[config.mk]
export PLATFORM = sky130hd
export DESIGN_NAME = writeback
export DESIGN_NICKNAME = d
export VERILOG_FILES = /design/src/rtl/wb_pkg.sv /design/src/rtl/load_queue.sv /design/src/rtl/writeback.sv
export SDC_FILE = /design/constraint.sdc
export NUM_CORES = 1
export LEC_CHECK = 0
export ABC_AREA = 1
export BUFFER_PORTS_ARGS = -buffer_cell sky130_fd_sc_hd__buf_4
export CAP_MARGIN = 20
export CORE_MARGIN = 2
export CORE_UTILIZATION = 59
export CTS_BUF_LIST = sky130_fd_sc_hd__clkbuf_4
export DETAILED_ROUTE_END_ITERATION = 12
export PLACE_DENSITY = 0.79
export RECOVER_POWER = 50
export SLEW_MARGIN = 10
export SYNTH_ARGS = -nofsm -noshare
export SYNTH_HDL_FRONTEND = slang
export SYNTH_SLANG_ARGS = --single-unit
[constraint.sdc]
create_clock -name clock -period 2.94 [get_ports clock]
set_input_delay 0.294 -clock clock [delete_from_list [all_inputs] [get_ports clock]]
set_output_delay 0.294 -clock clock [all_outputs]
set_load 0.02 [all_outputs]
[src/rtl/wb_pkg.sv]
// -----------------------------------------------------------------------------
// wb_pkg
// Shared definitions for the writeback stage:
//   - load funct3 encodings (F3_LB .. F3_LHU)
//   - register address width and native data width
//   - lq_entry_t : one load-queue entry {rd, data}
//   - extend_load(): selects the byte/half lane of an aligned memory word and
//     sign- or zero-extends it according to funct3
// -----------------------------------------------------------------------------
package wb_pkg;

    localparam int XLEN       = 32;
    localparam int REG_ADDR_W = 5;

    localparam logic [2:0] F3_LB  = 3'b000;
    localparam logic [2:0] F3_LH  = 3'b001;
    localparam logic [2:0] F3_LW  = 3'b010;
    localparam logic [2:0] F3_LBU = 3'b100;
    localparam logic [2:0] F3_LHU = 3'b101;

    typedef struct packed {
        logic [REG_ADDR_W-1:0] rd;
        logic [XLEN-1:0]       data;
    } lq_entry_t;

    // Unused funct3 codes fall through to the whole-word case. For halfwords
    // only offset[1] picks the lane; offset[0] is deliberately ignored.
    function automatic logic [XLEN-1:0] extend_load(
        input logic [2:0]      funct3,
        input logic [1:0]      offset,
        input logic [XLEN-1:0] word
    );
        logic [7:0]  byte_lane;
        logic [15:0] half_lane;
        byte_lane = word[{offset, 3'b000} +: 8];
        half_lane = offset[1] ? word[31:16] : word[15:0];
        case (funct3)
            F3_LB:   extend_load = {{24{byte_lane[7]}}, byte_lane};
            F3_LH:   extend_load = {{16{half_lane[15]}}, half_lane};
            F3_LBU:  extend_load = {24'b0, byte_lane};
            F3_LHU:  extend_load = {16'b0, half_lane};
            default: extend_load = word;
        endcase
    endfunction

endpackage

[src/rtl/load_queue.sv]
// -----------------------------------------------------------------------------
// load_queue
// Synchronous FIFO of lq_entry_t holding extended load results until the
// register-file write port is free.
// Ports:
//   clock, reset      : clock, synchronous active-high flush
//   push, push_entry  : write an entry (ignored when full)
//   pop               : discard the head entry (ignored when empty)
//   head              : current head entry, valid whenever !empty
//   full, empty       : status, derived from the registered occupancy
//   count             : registered occupancy, 0..DEPTH
// DEPTH must be a power of two so the pointers wrap by plain overflow.
// -----------------------------------------------------------------------------
module load_queue
    import wb_pkg::*;
#(
    parameter int DEPTH = 4
) (
    input  logic                   clock,
    input  logic                   reset,
    input  logic                   push,
    input  lq_entry_t              push_entry,
    input  logic                   pop,
    output lq_entry_t              head,
    output logic                   full,
    output logic                   empty,
    output logic [$clog2(DEPTH):0] count
);

    localparam int PW = $clog2(DEPTH);

    lq_entry_t         mem [DEPTH];
    logic [PW-1:0]     wr_ptr_reg;
    logic [PW-1:0]     rd_ptr_reg;
    logic [PW:0]       count_reg;
    logic              do_push;
    logic              do_pop;

    assign full    = (count_reg == (PW+1)'(DEPTH));
    assign empty   = (count_reg == '0);
    assign do_push = push && !full;
    assign do_pop  = pop && !empty;
    assign count   = count_reg;

    // Head is read asynchronously so the writeback stage can pop it into its
    // registered write port in the same cycle; the port register is the
    // effective read register.
    assign head = mem[rd_ptr_reg];

    always_ff @(posedge clock) begin
        if (do_push) begin
            mem[wr_ptr_reg] <= push_entry;
        end
    end

    always_ff @(posedge clock) begin
        if (reset) begin
            wr_ptr_reg <= '0;
            rd_ptr_reg <= '0;
            count_reg  <= '0;
        end else begin
            if (do_push) wr_ptr_reg <= wr_ptr_reg + 1'b1;
            if (do_pop)  rd_ptr_reg <= rd_ptr_reg + 1'b1;
            case ({do_push, do_pop})
                2'b10:   count_reg <= count_reg + 1'b1;
                2'b01:   count_reg <= count_reg - 1'b1;
                default: count_reg <= count_reg;
            endcase
        end
    end

endmodule

[src/rtl/writeback.sv]
// -----------------------------------------------------------------------------
// writeback
// RV32 writeback stage: merges ALU results (every cycle, no backpressure) and
// load results (valid/ready) onto the single register-file write port.
// ALU requests always win; loads wait in load_queue and drain when the port
// is free. Writes to x0 consume the port slot but keep write_enable low.
// Ports:
//   clock, reset                         : clock, synchronous active-high
//   alu_valid/alu_write_enable/alu_rd/alu_data : ALU result stream
//   load_valid/load_ready/load_rd/load_funct3/load_offset/load_data
//                                        : load result handshake
//   write_enable/write_addr/write_data   : registered register-file port
//   lq_count                             : registered load-queue occupancy
// Optional feature, macro WB_FORWARD_EN:
//   fwd_valid/fwd_addr/fwd_data expose the next-state write_* values
//   combinationally for decode bypass.
// WORD_SIZE must match wb_pkg::XLEN.
// -----------------------------------------------------------------------------
module writeback
    import wb_pkg::*;
#(
    parameter int WORD_SIZE = 32,
    parameter int LQ_DEPTH  = 4
) (
    input  logic                      clock,
    input  logic                      reset,
    input  logic                      alu_valid,
    input  logic                      alu_write_enable,
    input  logic [REG_ADDR_W-1:0]     alu_rd,
    input  logic [WORD_SIZE-1:0]      alu_data,
    input  logic                      load_valid,
    output logic                      load_ready,
    input  logic [REG_ADDR_W-1:0]     load_rd,
    input  logic [2:0]                load_funct3,
    input  logic [1:0]                load_offset,
    input  logic [WORD_SIZE-1:0]      load_data,
    output logic                      write_enable,
    output logic [REG_ADDR_W-1:0]     write_addr,
    output logic [WORD_SIZE-1:0]      write_data,
    output logic [$clog2(LQ_DEPTH):0] lq_count
`ifdef WB_FORWARD_EN
    ,
    output logic                      fwd_valid,
    output logic [REG_ADDR_W-1:0]     fwd_addr,
    output logic [WORD_SIZE-1:0]      fwd_data
`endif
);

    logic                  alu_req;
    logic                  lq_push;
    logic                  lq_pop;
    logic                  lq_full;
    logic                  lq_empty;
    lq_entry_t             lq_in;
    lq_entry_t             lq_head;

    logic                  write_enable_reg, write_enable_next;
    logic [REG_ADDR_W-1:0] write_addr_reg,   write_addr_next;
    logic [WORD_SIZE-1:0]  write_data_reg,   write_data_next;

    assign alu_req    = alu_valid && alu_write_enable;
    // Ready looks only at the registered occupancy, so a pop in the same
    // cycle does not reopen a full queue until the next cycle.
    assign load_ready = !lq_full && !reset;
    assign lq_push    = load_valid && load_ready;
    assign lq_pop     = !alu_req && !lq_empty;

    assign lq_in.rd   = load_rd;
    assign lq_in.data = extend_load(load_funct3, load_offset, load_data);

    load_queue #(
        .DEPTH (LQ_DEPTH)
    ) u_load_queue (
        .clock      (clock),
        .reset      (reset),
        .push       (lq_push),
        .push_entry (lq_in),
        .pop        (lq_pop),
        .head       (lq_head),
        .full       (lq_full),
        .empty      (lq_empty),
        .count      (lq_count)
    );

    // Port arbitration. Address/data hold their value on idle cycles so the
    // bus only toggles when a result actually moves.
    always_comb begin
        write_enable_next = 1'b0;
        write_addr_next   = write_addr_reg;
        write_data_next   = write_data_reg;
        if (alu_req) begin
            write_enable_next = (alu_rd != '0);
            write_addr_next   = alu_rd;
            write_data_next   = alu_data;
        end else if (!lq_empty) begin
            write_enable_next = (lq_head.rd != '0);
            write_addr_next   = lq_head.rd;
            write_data_next   = lq_head.data;
        end
    end

    always_ff @(posedge clock) begin
        if (reset) begin
            write_enable_reg <= 1'b0;
            write_addr_reg   <= '0;
            write_data_reg   <= '0;
        end else begin
            write_enable_reg <= write_enable_next;
            write_addr_reg   <= write_addr_next;
            write_data_reg   <= write_data_next;
        end
    end

    assign write_enable = write_enable_reg;
    assign write_addr   = write_addr_reg;
    assign write_data   = write_data_reg;

`ifdef WB_FORWARD_EN
    assign fwd_valid = write_enable_next && !reset;
    assign fwd_addr  = write_addr_next;
    assign fwd_data  = write_data_next;
`endif

endmodule

==> summary.md <==
| Metric | Value |
|---|---|
| Status | `completed` |
| Initial DRC count | `671` |
| Crit path DAT | `2.93 ns` |
| Initial antenna violation count | `1` |
| Number of max-cap violations | `0` |
| Mapped Nets | `956` |
| Dpl cells | `1,135` |
| Util after Layout | `68.78%` |
| Kind of critical path | `in2reg` |
| Worst slack at placement | `0.6223 ns` |
| Setup Buffers After CTS | `0` |
| Commonest cells after routing, fill and taps aside | `nand2_1, edfxtp_1, nor2_1, o21ai_0, buf_4` |
| Site row count | `44` |
| Synth top area cells | `edfxtp_1, dfxtp_1, nand2_1` |
| Fmax | `417.4 MHz` |
| Synth unique cells | `29` |
| Worst VDD drop | `444.8 uV` |
| Clock sinks | `195` |
| CTS Hold Bufs | `13` |
| Slowest CP cell | `dlygate4sd3_1` |
| Routed wire per std cell | `17.28 um` |
| Finished Layout Cells | `1,183` |
| Min-delay worst type | `in2reg` |
| Layout cells sized above 1 | `14.63%` |
| Worst hold slack | `0.03849 ns` |
| Critical Path Max Stage Delay | `0.52 ns` |
| FF+latch area | `5386 um2` |
| Final HPWL from detailed placement | `12.77 mm` |
| # port buffers | `125` |
| Vias in the first global route | `6,354` |
| Reg clk slew, reported paths | `0.16 ns` |
| Pwr Density | `835.6 nW/um2` |
| Commonest non-fill, non-tap cell in the layout | `nand2_1` |
| Initial DRT Pass Iterations | `5` |
| Worst hold path stage count | `5` |
| Grt ovf | `0` |
| Placer Congestion | `0.9174` |
| Data required time of the worst path | `3.47 ns` |
| Die extent in x | `124.7 um` |
| Crit path max fanout | `9` |
| Layout overhead on the synthesized area | `14.99%` |
| Critical-path cell list | `dlygate4sd3_1, clkbuf_1, a21oi_1, nand2_1, ha_1, inv_1, fa_1, nor2_1, nor2_1, nand2_1, o21ai_0, a21oi_1` |
| Largest net degree at the start of global routing | `75` |
| Yosys top cell area share | `51.71%` |
| Reg-to-reg startpoint | `u_load_queue.count[0]$_SDFFE_PP0P_` |
| Clk_lat worst skew | `0.59 ns` |
| Final setup violation count | `0` |
| Total number of vias | `6,702` |
| H-tree Lvls | `4` |
| Final setup TNS | `0 ns` |
| Crit start category | `input port` |
| Routed wire length | `20.44 mm` |
| Final period demand of the worst path | `2.396 ns` |
| # resized after CTS | `0` |
| Worst Reg-to-Reg Cells | `11` |
| Vias per std cell | `5.665` |
| Die height | `124.7 um` |
| Tightest Pin Transition | `0.9008 ns` |
| Core ar. | `14,370 um2` |
| Setup crit end kind | `flop` |
| Multi-input combinational cell area | `2616 um2` |
| Post-route DRC violation count | `0` |
| Max reg flops | `148` |
| R2R Path End | `u_load_queue.count[2]$_SDFFE_PP0P_` |
| DIE AREA | `15,550 um2` |
| Post-synthesis register bit count | `195` |
| Final worst-path cycle share | `81.48%` |
| Clock buffer count from CTS | `17` |
| Final net count | `1,075` |
| Endpoints failing hold | `0` |
| I/O Pins | `126` |
| Syn Inst Count | `866` |
| CTS tree | `yes` |
| Sequential element share of the synthesized area | `62.66%` |
| Max-slew headroom | `39.31%` |
| FF-to-FF setup slack | `0.57 ns` |
| Max-slew violations | `0` |
| Total Routing Usage GR | `26.66%` |
| Cell taking the most area after synthesis | `edfxtp_1` |
| RSZ-0062 raised after global routing | `no` |
| Fin worst setup slack | `0.5445 ns` |
| Hold Crit Endpoint | `write_data[28]$_SDFFE_PP0P_` |
| Mean post-synth cell area | `9.924 um2` |
| Netlist Area Pre-Place | `8594 um2` |
| Detail Route Antenna Nets | `0` |
| Clock Tree Buf Depth | `2` |
| Starting Density | `59.81%` |
| Synth warn | `0` |
| First-pass GRT wire length | `32.44 mm` |
| Leakage power | `0.003899 uW` |
| Setup Skew | `0.01360 ns` |
| Root Buffer | `clkbuf_4` |
| Hold Crit Start | `alu_data[28]` |
| FILL cells | `1,098` |
## worst max-delay path by stage
stage	from	endpoint	depth (start not counted)
after floorplan	u_load_queue.count[1]$_SDFFE_PP0P_	u_load_queue.mem[0][0]$_DFFE_PP_	4
after global placement	u_load_queue.count[0]$_SDFFE_PP0P_	u_load_queue.count[2]$_SDFFE_PP0P_	11
after detailed placement	u_load_queue.count[0]$_SDFFE_PP0P_	u_load_queue.count[2]$_SDFFE_PP0P_	11
after CTS	u_load_queue.count[0]$_SDFFE_PP0P_	u_load_queue.count[2]$_SDFFE_PP0P_	11
after global routing	u_load_queue.count[1]$_SDFFE_PP0P_	u_load_queue.count[2]$_SDFFE_PP0P_	11
final	reset	u_load_queue.count[2]$_SDFFE_PP0P_	12
## cells in the mapped netlist (all sizes together)
library cell  instances
clkinv                1
nand3                20
nand2               160
a21oi                64
o22ai                34
nor2                114
a22oi                 2
inv                  71
buf                  39
o21bai                2
clkbuf               15
nor3                  2
edfxtp              148
dfxtp                47
fa                    1
o211ai                9
a31oi                 6
ha                    5
o21ai               126
## final cells by class
type	instances	share of cell area [%]
timing repair buffer	154	10.38
tap	184	2.329
sequential	195	54.50
antenna	1	0.02532
inverter	72	2.760
multi-input combinational	545	26.47
clock inverter	15	2.241
clock buffer	17	1.291
## critical path: cells and delay by family
family,cells,cell delay (ns)
compound gates,3,0.37
buf+inv,3,0.98
simple gates,4,0.68
fa+ha+maj,2,0.62
## logic make-up (layout without fill, tap and decap cells)
group,Yosys count,in the layout,synth area share [%]
AO/OA/AOI/OAI,243,243,15.68
other,0,1,0
adder cells (fa/ha/maj),6,6,0.9608
buffers and inverters,126,258,7.250
flip-flops,195,195,62.66
AND/OR/NAND/NOR,296,296,13.45
## metrics by stage
stage / cell area, um2 / power [uW]
after global placement: 9562 / 6735
after detailed placement: 9562 / 6823
after global routing: 9883 / 8782
after CTS: 10040 / 8456
final: 9883 / 8259
after floorplan: 8594 / 5873
## metal layers
layer  track usage [%]  part of all wire [%]  up-vias
li1                  -                     -     3211
met1             37.34                    43     3127
met2             42.30                    47      339
met3             5.713                   8.7       25
met4             7.931                   1.2        0
met5                 0                     0        -
## where the power goes
part,internal (uW),switching (uW)
sequential,3380,182
clock,705,941
combinational,880,2170
No activity file was read; power rests on OpenSTA's default activity.
